<file path="src/rtl/rggen_axi4lite_if.sv">
// AXI4-Lite bus bundle shared by rggen initiators and register-block slaves.
// The width-clip helper lives alongside it so both ends agree on the ID width.
package rggen_rtl_pkg;
    function automatic int rggen_clip_width(input int width);
        return (width > 0) ? width : 1;
    endfunction
endpackage

interface rggen_axi4lite_if #(
    parameter int ID_WIDTH      = 0,
    parameter int ADDRESS_WIDTH = 16,
    parameter int BUS_WIDTH     = 32
);
    localparam int ACTUAL_ID_WIDTH = rggen_rtl_pkg::rggen_clip_width(ID_WIDTH);

    logic                       awvalid;
    logic                       awready;
    logic [ACTUAL_ID_WIDTH-1:0] awid;
    logic [ADDRESS_WIDTH-1:0]   awaddr;
    logic [2:0]                 awprot;
    logic                       wvalid;
    logic                       wready;
    logic [BUS_WIDTH-1:0]       wdata;
    logic [BUS_WIDTH/8-1:0]     wstrb;
    logic                       bvalid;
    logic                       bready;
    logic [ACTUAL_ID_WIDTH-1:0] bid;
    logic [1:0]                 bresp;
    logic                       arvalid;
    logic                       arready;
    logic [ACTUAL_ID_WIDTH-1:0] arid;
    logic [ADDRESS_WIDTH-1:0]   araddr;
    logic [2:0]                 arprot;
    logic                       rvalid;
    logic                       rready;
    logic [ACTUAL_ID_WIDTH-1:0] rid;
    logic [1:0]                 rresp;
    logic [BUS_WIDTH-1:0]       rdata;

    modport master (
        output awvalid, awid, awaddr, awprot,
        input  awready,
        output wvalid, wdata, wstrb,
        input  wready,
        input  bvalid, bid, bresp,
        output bready,
        output arvalid, arid, araddr, arprot,
        input  arready,
        input  rvalid, rid, rresp, rdata,
        output rready
    );

    modport slave (
        input  awvalid, awid, awaddr, awprot,
        output awready,
        input  wvalid, wdata, wstrb,
        output wready,
        output bvalid, bid, bresp,
        input  bready,
        input  arvalid, arid, araddr, arprot,
        output arready,
        output rvalid, rid, rresp, rdata,
        input  rready
    );
endinterface

</file>
<file path="src/rtl/rggen_axi4lite_master.sv">
// Single-outstanding AXI4-Lite initiator: turns a valid/ready command into one
// AXI4-Lite read or write and hands the response back on a valid/ready port.
module rggen_axi4lite_master #(
    parameter int  ID_WIDTH        = 0,
    parameter int  ADDRESS_WIDTH   = 16,
    parameter int  BUS_WIDTH       = 32,
    localparam int ACTUAL_ID_WIDTH = rggen_rtl_pkg::rggen_clip_width(ID_WIDTH)
) (
    input  logic                       i_clk,
    input  logic                       i_rst,
    input  logic                       i_req_valid,
    output logic                       o_req_ready,
    input  logic                       i_req_write,
    input  logic [ACTUAL_ID_WIDTH-1:0] i_req_id,
    input  logic [ADDRESS_WIDTH-1:0]   i_req_address,
    input  logic [2:0]                 i_req_prot,
    input  logic [BUS_WIDTH-1:0]       i_req_write_data,
    input  logic [BUS_WIDTH/8-1:0]     i_req_strobe,
    output logic                       o_rsp_valid,
    input  logic                       i_rsp_ready,
    output logic                       o_rsp_write,
    output logic [ACTUAL_ID_WIDTH-1:0] o_rsp_id,
    output logic [1:0]                 o_rsp_status,
    output logic [BUS_WIDTH-1:0]       o_rsp_read_data,
    rggen_axi4lite_if.master           axi4lite_if
);
    localparam logic [2:0] IDLE      = 3'd0;
    localparam logic [2:0] WRITE_REQ = 3'd1;
    localparam logic [2:0] WRITE_RSP = 3'd2;
    localparam logic [2:0] READ_REQ  = 3'd3;
    localparam logic [2:0] READ_RSP  = 3'd4;
    localparam logic [2:0] RESPONSE  = 3'd5;

    logic [2:0]                 state_r;
    logic                       awvalid_r;
    logic                       wvalid_r;
    logic                       arvalid_r;
    logic                       bready_r;
    logic                       rready_r;
    logic                       rsp_valid_r;
    logic                       rsp_write_r;
    logic [ACTUAL_ID_WIDTH-1:0] id_r;
    logic [ADDRESS_WIDTH-1:0]   address_r;
    logic [2:0]                 prot_r;
    logic [BUS_WIDTH-1:0]       write_data_r;
    logic [BUS_WIDTH/8-1:0]     strobe_r;
    logic [1:0]                 rsp_status_r;
    logic [BUS_WIDTH-1:0]       rsp_read_data_r;
    logic                       req_ready_s;
    logic                       aw_done_s;
    logic                       w_done_s;
    logic                       unused_s;

    // Command acceptance and per-channel completion flags.
    always_comb begin
        req_ready_s = 1'b0;
        case (state_r)
            IDLE:    req_ready_s = 1'b1;
            default: req_ready_s = 1'b0;
        endcase
        if (awvalid_r) begin
            aw_done_s = axi4lite_if.awready;
        end else begin
            aw_done_s = 1'b1;
        end
        if (wvalid_r) begin
            w_done_s = axi4lite_if.wready;
        end else begin
            w_done_s = 1'b1;
        end
    end

    // Transaction FSM and AXI valid/ready handshake registers.
    always_ff @(posedge i_clk) begin
        if (i_rst) begin
            state_r     <= IDLE;
            awvalid_r   <= 1'b0;
            wvalid_r    <= 1'b0;
            arvalid_r   <= 1'b0;
            bready_r    <= 1'b0;
            rready_r    <= 1'b0;
            rsp_valid_r <= 1'b0;
        end else begin
            case (state_r)
                IDLE: begin
                    if (i_req_valid && i_req_write) begin
                        state_r   <= WRITE_REQ;
                        awvalid_r <= 1'b1;
                        wvalid_r  <= 1'b1;
                    end else if (i_req_valid) begin
                        state_r   <= READ_REQ;
                        arvalid_r <= 1'b1;
                    end
                end
                WRITE_REQ: begin
                    if (awvalid_r && axi4lite_if.awready) begin
                        awvalid_r <= 1'b0;
                    end
                    if (wvalid_r && axi4lite_if.wready) begin
                        wvalid_r <= 1'b0;
                    end
                    if (aw_done_s && w_done_s) begin
                        state_r  <= WRITE_RSP;
                        bready_r <= 1'b1;
                    end
                end
                WRITE_RSP: begin
                    if (axi4lite_if.bvalid) begin
                        state_r     <= RESPONSE;
                        bready_r    <= 1'b0;
                        rsp_valid_r <= 1'b1;
                    end
                end
                READ_REQ: begin
                    if (axi4lite_if.arready) begin
                        state_r   <= READ_RSP;
                        arvalid_r <= 1'b0;
                        rready_r  <= 1'b1;
                    end
                end
                READ_RSP: begin
                    if (axi4lite_if.rvalid) begin
                        state_r     <= RESPONSE;
                        rready_r    <= 1'b0;
                        rsp_valid_r <= 1'b1;
                    end
                end
                RESPONSE: begin
                    if (i_rsp_ready) begin
                        state_r     <= IDLE;
                        rsp_valid_r <= 1'b0;
                    end
                end
                default: begin
                    state_r     <= IDLE;
                    awvalid_r   <= 1'b0;
                    wvalid_r    <= 1'b0;
                    arvalid_r   <= 1'b0;
                    bready_r    <= 1'b0;
                    rready_r    <= 1'b0;
                    rsp_valid_r <= 1'b0;
                end
            endcase
        end
    end

    // Command capture; an unused ID is forced to zero so awid/arid/o_rsp_id stay 0.
    always_ff @(posedge i_clk) begin
        if (i_rst) begin
            rsp_write_r  <= 1'b0;
            id_r         <= {ACTUAL_ID_WIDTH{1'b0}};
            address_r    <= {ADDRESS_WIDTH{1'b0}};
            prot_r       <= 3'b000;
            write_data_r <= {BUS_WIDTH{1'b0}};
            strobe_r     <= {(BUS_WIDTH/8){1'b0}};
        end else if ((state_r == IDLE) && i_req_valid) begin
            rsp_write_r  <= i_req_write;
            id_r         <= (ID_WIDTH == 0) ? {ACTUAL_ID_WIDTH{1'b0}} : i_req_id;
            address_r    <= i_req_address;
            prot_r       <= i_req_prot;
            write_data_r <= i_req_write_data;
            strobe_r     <= i_req_strobe;
        end
    end

    // Response capture from B or R; read data is cleared on writes.
    always_ff @(posedge i_clk) begin
        if (i_rst) begin
            rsp_status_r    <= 2'b00;
            rsp_read_data_r <= {BUS_WIDTH{1'b0}};
        end else if ((state_r == WRITE_RSP) && axi4lite_if.bvalid) begin
            rsp_status_r    <= axi4lite_if.bresp;
            rsp_read_data_r <= {BUS_WIDTH{1'b0}};
        end else if ((state_r == READ_RSP) && axi4lite_if.rvalid) begin
            rsp_status_r    <= axi4lite_if.rresp;
            rsp_read_data_r <= axi4lite_if.rdata;
        end
    end

    // Response IDs from the slave are deliberately ignored.
    assign unused_s = ^{axi4lite_if.bid, axi4lite_if.rid};

    assign o_req_ready         = req_ready_s;
    assign o_rsp_valid         = rsp_valid_r;
    assign o_rsp_write         = rsp_write_r;
    assign o_rsp_id            = id_r;
    assign o_rsp_status        = rsp_status_r;
    assign o_rsp_read_data     = rsp_read_data_r;

    assign axi4lite_if.awvalid = awvalid_r;
    assign axi4lite_if.awid    = id_r;
    assign axi4lite_if.awaddr  = address_r;
    assign axi4lite_if.awprot  = prot_r;
    assign axi4lite_if.wvalid  = wvalid_r;
    assign axi4lite_if.wdata   = write_data_r;
    assign axi4lite_if.wstrb   = strobe_r;
    assign axi4lite_if.bready  = bready_r;
    assign axi4lite_if.arvalid = arvalid_r;
    assign axi4lite_if.arid    = id_r;
    assign axi4lite_if.araddr  = address_r;
    assign axi4lite_if.arprot  = prot_r;
    assign axi4lite_if.rready  = rready_r;
endmodule

</file>
<file path="src/flat_wrapper.sv">
// flat-port wrapper written by rule: the top's interface ports become plain ports
module rggen_axi4lite_master_flat 
#(
    parameter int  ID_WIDTH        = 0,
    parameter int  ADDRESS_WIDTH   = 16,
    parameter int  BUS_WIDTH       = 32,
    localparam int ACTUAL_ID_WIDTH = rggen_rtl_pkg::rggen_clip_width(ID_WIDTH)
)
  (i_clk, i_rst, i_req_valid, o_req_ready, i_req_write, i_req_id, i_req_address, i_req_prot, i_req_write_data, i_req_strobe, o_rsp_valid, i_rsp_ready, o_rsp_write, o_rsp_id, o_rsp_status, o_rsp_read_data, axi4lite_if_awvalid, axi4lite_if_awid, axi4lite_if_awaddr, axi4lite_if_awprot, axi4lite_if_awready, axi4lite_if_wvalid, axi4lite_if_wdata, axi4lite_if_wstrb, axi4lite_if_wready, axi4lite_if_bvalid, axi4lite_if_bid, axi4lite_if_bresp, axi4lite_if_bready, axi4lite_if_arvalid, axi4lite_if_arid, axi4lite_if_araddr, axi4lite_if_arprot, axi4lite_if_arready, axi4lite_if_rvalid, axi4lite_if_rid, axi4lite_if_rresp, axi4lite_if_rdata, axi4lite_if_rready);
  rggen_axi4lite_if #(.ID_WIDTH(ID_WIDTH), .ADDRESS_WIDTH(ADDRESS_WIDTH), .BUS_WIDTH(BUS_WIDTH)) axi4lite_if_i ();
  input  logic i_clk;
  input  logic i_rst;
  input  logic i_req_valid;
  output logic o_req_ready;
  input  logic i_req_write;
  input  logic [ACTUAL_ID_WIDTH-1:0] i_req_id;
  input  logic [ADDRESS_WIDTH-1:0] i_req_address;
  input  logic [2:0] i_req_prot;
  input  logic [BUS_WIDTH-1:0] i_req_write_data;
  input  logic [BUS_WIDTH/8-1:0] i_req_strobe;
  output logic o_rsp_valid;
  input  logic i_rsp_ready;
  output logic o_rsp_write;
  output logic [ACTUAL_ID_WIDTH-1:0] o_rsp_id;
  output logic [1:0] o_rsp_status;
  output logic [BUS_WIDTH-1:0] o_rsp_read_data;
  output wire logic [$bits(axi4lite_if_i.awvalid)-1:0] axi4lite_if_awvalid;
  output wire logic [$bits(axi4lite_if_i.awid)-1:0] axi4lite_if_awid;
  output wire logic [$bits(axi4lite_if_i.awaddr)-1:0] axi4lite_if_awaddr;
  output wire logic [$bits(axi4lite_if_i.awprot)-1:0] axi4lite_if_awprot;
  input wire logic [$bits(axi4lite_if_i.awready)-1:0] axi4lite_if_awready;
  output wire logic [$bits(axi4lite_if_i.wvalid)-1:0] axi4lite_if_wvalid;
  output wire logic [$bits(axi4lite_if_i.wdata)-1:0] axi4lite_if_wdata;
  output wire logic [$bits(axi4lite_if_i.wstrb)-1:0] axi4lite_if_wstrb;
  input wire logic [$bits(axi4lite_if_i.wready)-1:0] axi4lite_if_wready;
  input wire logic [$bits(axi4lite_if_i.bvalid)-1:0] axi4lite_if_bvalid;
  input wire logic [$bits(axi4lite_if_i.bid)-1:0] axi4lite_if_bid;
  input wire logic [$bits(axi4lite_if_i.bresp)-1:0] axi4lite_if_bresp;
  output wire logic [$bits(axi4lite_if_i.bready)-1:0] axi4lite_if_bready;
  output wire logic [$bits(axi4lite_if_i.arvalid)-1:0] axi4lite_if_arvalid;
  output wire logic [$bits(axi4lite_if_i.arid)-1:0] axi4lite_if_arid;
  output wire logic [$bits(axi4lite_if_i.araddr)-1:0] axi4lite_if_araddr;
  output wire logic [$bits(axi4lite_if_i.arprot)-1:0] axi4lite_if_arprot;
  input wire logic [$bits(axi4lite_if_i.arready)-1:0] axi4lite_if_arready;
  input wire logic [$bits(axi4lite_if_i.rvalid)-1:0] axi4lite_if_rvalid;
  input wire logic [$bits(axi4lite_if_i.rid)-1:0] axi4lite_if_rid;
  input wire logic [$bits(axi4lite_if_i.rresp)-1:0] axi4lite_if_rresp;
  input wire logic [$bits(axi4lite_if_i.rdata)-1:0] axi4lite_if_rdata;
  output wire logic [$bits(axi4lite_if_i.rready)-1:0] axi4lite_if_rready;
  assign axi4lite_if_awvalid = axi4lite_if_i.awvalid;
  assign axi4lite_if_awid = axi4lite_if_i.awid;
  assign axi4lite_if_awaddr = axi4lite_if_i.awaddr;
  assign axi4lite_if_awprot = axi4lite_if_i.awprot;
  assign axi4lite_if_i.awready = axi4lite_if_awready;
  assign axi4lite_if_wvalid = axi4lite_if_i.wvalid;
  assign axi4lite_if_wdata = axi4lite_if_i.wdata;
  assign axi4lite_if_wstrb = axi4lite_if_i.wstrb;
  assign axi4lite_if_i.wready = axi4lite_if_wready;
  assign axi4lite_if_i.bvalid = axi4lite_if_bvalid;
  assign axi4lite_if_i.bid = axi4lite_if_bid;
  assign axi4lite_if_i.bresp = axi4lite_if_bresp;
  assign axi4lite_if_bready = axi4lite_if_i.bready;
  assign axi4lite_if_arvalid = axi4lite_if_i.arvalid;
  assign axi4lite_if_arid = axi4lite_if_i.arid;
  assign axi4lite_if_araddr = axi4lite_if_i.araddr;
  assign axi4lite_if_arprot = axi4lite_if_i.arprot;
  assign axi4lite_if_i.arready = axi4lite_if_arready;
  assign axi4lite_if_i.rvalid = axi4lite_if_rvalid;
  assign axi4lite_if_i.rid = axi4lite_if_rid;
  assign axi4lite_if_i.rresp = axi4lite_if_rresp;
  assign axi4lite_if_i.rdata = axi4lite_if_rdata;
  assign axi4lite_if_rready = axi4lite_if_i.rready;
  rggen_axi4lite_master #(.ID_WIDTH(ID_WIDTH), .ADDRESS_WIDTH(ADDRESS_WIDTH), .BUS_WIDTH(BUS_WIDTH)) u_core (.i_clk(i_clk), .i_rst(i_rst), .i_req_valid(i_req_valid), .o_req_ready(o_req_ready), .i_req_write(i_req_write), .i_req_id(i_req_id), .i_req_address(i_req_address), .i_req_prot(i_req_prot), .i_req_write_data(i_req_write_data), .i_req_strobe(i_req_strobe), .o_rsp_valid(o_rsp_valid), .i_rsp_ready(i_rsp_ready), .o_rsp_write(o_rsp_write), .o_rsp_id(o_rsp_id), .o_rsp_status(o_rsp_status), .o_rsp_read_data(o_rsp_read_data), .axi4lite_if(axi4lite_if_i));
endmodule
</file>
<file path="config.mk">
export PLATFORM = sky130hd
export DESIGN_NAME = rggen_axi4lite_master_flat
export DESIGN_NICKNAME = d
export VERILOG_FILES = /design/src/rtl/rggen_axi4lite_if.sv /design/src/rtl/rggen_axi4lite_master.sv /design/src/flat_wrapper.sv
export SDC_FILE = /design/constraint.sdc
export NUM_CORES = 1
export LEC_CHECK = 0
export ABC_CLOCK_PERIOD_IN_PS = 1900
export CAP_MARGIN = 15
export CORE_MARGIN = 2
export CORE_UTILIZATION = 38
export CTS_CLUSTER_DIAMETER = 120
export DETAILED_ROUTE_END_ITERATION = 10
export GPL_TIMING_DRIVEN = 0
export PLACE_DENSITY = 0.84
export SYNTH_ARGS = -nofsm -noshare
export SYNTH_HDL_FRONTEND = slang
export SYNTH_SLANG_ARGS = --single-unit
</file>
<file path="constraint.sdc">
create_clock -name i_clk -period 1.9 [get_ports i_clk]
set_input_delay 0.285 -clock i_clk [delete_from_list [all_inputs] [get_ports i_clk]]
set_output_delay 0.285 -clock i_clk [all_outputs]
set_load 0.01 [all_outputs]
</file>
==> flow_summary.toml <==
[critical_path]
worstRegToRegCells = 7
r2r_end = "u_core.axi4lite_if.wdata[14]"
cp_slowest_cell = "clkdlybuf4s50_1"
worstSetupPathType = "in -> reg"
arrival_ns = 1.98
worstPathRequired_ns = 2.11
crit_top_cell = "clkbuf_1"
path_delay_family = "buffers and inverters"
path_cells = "clkdlybuf4s50_1 -> clkbuf_1 -> clkbuf_1 -> a21oi_1"
timing.rr.start = "u_core.state_r[0]"
path_max_fanout = 10
r2r_setup_slack_ns = 0.25
cp-end-kind = "register"
critPathBufInv = 3
worst-path-stages = 4
critPathMaxStageDelay_ns = 0.61
cp-start-kind = "input port"

[sta]
rsz0062_at_grt = "false"
finalHoldViolCount = 0
clock.fmax_ghz = 0.566
slew_violations = 0
skew_ns = 0.0122
fin_hold_ws_ns = 0.454
fin_crit_ns = 1.77
worst_slew_pin_slew_ns = 0.569
fin_tns_setup_ns = 0
fin_crit_sh_pct = 93.1
maxSlewHeadroom_pct = 62.1
setup_viol = 0

[route]
vias = 4031
via_per_inst = 4.73
drt-total-wl_um = 11600
drc = 0
routed.top_layer = "met4"
wl_met1_um = 4610
postRouteAntennaNets = 0
met3RoutedLength_um = 1090
wl_met2_um = 5770
first_iter_violations = 235
wl_per_cell_um = 13.6
firstDrtPassIters = 5

[global_route]
grt_start_max_net_pins = 15
grt_pass1_wl_um = 18700
track_usage_pct = 20.7
grt-ovfl-total = 0
antenna_found_initial = 0
grt_pass1_vias = 3893

[pwr]
p_int_w = 0.00440
combinationalPowerShare_pct = 41.6
p_sw_share_pct = 33.4
power_frac_seq_pct = 40.0
p_leak_nw = 2.35
powerDensity_nw_per_um2 = 1030
ir_drop_v = 0.000596
p_clk_share_pct = 18.4
power.switching_w = 0.00220

[cts]
cts.repair.resized = 1
cts_hold_buf = 0
post_cts_buffers = 0
cts_root_buf = "clkbuf_8"
cts.sinks = 99
htreeDepth = 3
clk_pin_slew_ns = 0.08
cts_buffers = 9
clockBufferDepth = 2
cts_tree = "built"
clock_latency_ns = 0.35

[outcome]
status = "finished, final reports clean"

[hold_path]
hold_start = "u_core.o_rsp_read_data[26]"
hold_path_class = "reg -> reg"
whs_path_depth = 2
whs_endpoint = "u_core.o_rsp_read_data[26]"

[flow_run]
maxCapViolCount = 0

[finish]
syn_to_final_growth_pct = 64.3
n_fill_cell = 814
fin_nets = 821
stdcell_area_um2 = 6400
seq_area_um2 = 1980
multiInputGateArea_um2 = 1530
drive_above_1_share_pct = 9.03
n_antenna_cell = 0

[synth]
synthArstFlopShare_pct = 0
synth_top_cell_by_area = "dfxtp_1"
yosys_warnings = 0
ys_ff_latch = 99
yosysSeqAreaShare_pct = 50.9
yosys.area.top_type_share_pct = 50.9
post_synth.cell_area_avg_um2 = 7.99
synth_cells = 488
synth_cell_type_count = 38
synth_area_um2 = 3900
synth-main-ff-cell = "dfxtp_1"
ys_top_cells_by_area = "dfxtp_1 (51%), nand2_1 (18%), a21oi_1 (12%), buf_4 (4.8%), buf_6 (2.0%)"
synth_edf_count = 0

[place]
place_area_um2 = 6230
numPortBuffers = 216
dp_hpwl_um = 9110
gp_congestion = 0.854

[floorplan]
rows = 36
core_um2 = 9860
dieArea_um2 = 11100
io_pins = 223
start_util_pct = 39.5
fp.dieW_um = 105
fp.dieH_um = 105
==> area by class of cell <==
| cell class | count | share of cell area (%) |
|---|---|---|
| plain buffers | 58 | 5.94 |
| clock buffers | 12 | 2.42 |
| clock inverters | 2 | 0.195 |
| inverters | 5 | 0.293 |
| multi-input cells | 328 | 23.8 |
| flip-flops and latches | 99 | 31.0 |
| well taps | 133 | 2.60 |
| repair buffers | 216 | 33.8 |
==> state kept, by name, indices dropped and copies added (netlist names) <==
signal / count
u_core.axi4lite_if.wstrb: 4
u_core.o_rsp_status: 2
u_core.state_r: 3
u_core.axi4lite_if.wdata: 32
u_core.o_rsp_valid: 1
u_core.axi4lite_if.arvalid: 1
u_core.axi4lite_if.bready: 1
u_core.axi4lite_if.rready: 1
u_core.axi4lite_if.wvalid: 1
u_core.o_rsp_write: 1
u_core.axi4lite_if.arprot: 3
u_core.axi4lite_if.awvalid: 1
u_core.axi4lite_if.araddr: 16
u_core.o_rsp_read_data: 32
==> through the flow <==
step	setup WS (ns)	power, W	instances	util (%)
final	0.132	0.00660	853	64.9
after floorplan	0.445	0.00410	490	-
after detailed placement	-0.258	0.00545	839	63.2
after global placement	-0.238	0.00537	839	63.2
after CTS	0.124	0.00666	853	64.9
after global routing	0.00964	0.00701	853	64.9
==> power by group through the flow <==
stage               Combinational [W]  Clock [W]  Sequential, W
floorplan                     0.00130          0        0.00280
global placement              0.00270          0        0.00266
detailed placement            0.00276          0        0.00269
CTS                           0.00276    0.00126        0.00264
global route                  0.00300    0.00133        0.00268
finish                        0.00275    0.00121        0.00264
==> worst min-delay path: stages, from the launching register on <==
cell	delay, ns
dfxtp_1	0.31
nand2_1	0.05
a21oi_1	0.05
==> cells in the final DEF (no fill, tap or decap), drive strengths merged, types with 2 or more instances in the layout <==
cell	Yosys	final
clkbuf	13	26
nor4b	2	2
a21oi	96	96
clkdlybuf4s50	0	215
inv	5	5
and4bb	2	2
a31oi	3	3
conb	1	3
nor2	5	5
buf	45	44
nor3	5	5
o21ai	5	5
nand2	183	183
a21o	2	2
nor2b	2	2
nand4	2	2
nand2b	4	4
dfxtp	99	99
a311oi	2	2
==> synth_stat cells, types with 2 or more instances <==
| master | instances |
|---|---|
| nor2b_1 | 2 |
| buf_6 | 7 |
| nor3_1 | 4 |
| nand4_1 | 2 |
| a21oi_1 | 96 |
| a31oi_1 | 2 |
| nand2_1 | 183 |
| buf_1 | 2 |
| and4bb_1 | 2 |
| clkbuf_1 | 13 |
| buf_4 | 25 |
| inv_1 | 5 |
| nand2b_1 | 4 |
| dfxtp_1 | 99 |
| o21ai_0 | 4 |
| buf_2 | 11 |
| a21o_1 | 2 |
| nor2_1 | 5 |
==> routing by layer <==
layer  up-vias  global-route usage, %
met1      1814                   23.4
met3        13                   6.68
met5         -                      0
li1       2022                      -
met4         0                   6.10
met2       182                   36.9
==> logic make-up (layout without fill, tap and decap cells) <==
| family | Yosys count | count (layout) | synth area share [%] |
|---|---|---|---|
| buffers and inverters | 63 | 293 | 10.2 |
| DFF | 99 | 99 | 50.9 |
| AOI/OAI and AO/OA | 115 | 115 | 16.4 |
| other | 1 | 3 | 0.0962 |
| and+or+nand+nor | 210 | 210 | 22.5 |
==> worst max-delay path by stage <==
stage	slack, ns	endpoint	startpoint
after floorplan	0.44	u_core.axi4lite_if.awvalid	u_core.state_r[0]
final	0.13	u_core.o_rsp_status[0]	i_rst
after global placement	-0.24	u_core.axi4lite_if.wdata[0]	i_rst
after detailed placement	-0.26	u_core.o_rsp_status[0]	i_rst
after global routing	0.01	u_core.o_rsp_status[0]	i_rst
after CTS	0.12	u_core.o_rsp_status[0]	i_rst
(Power assumes the default switching activity.)
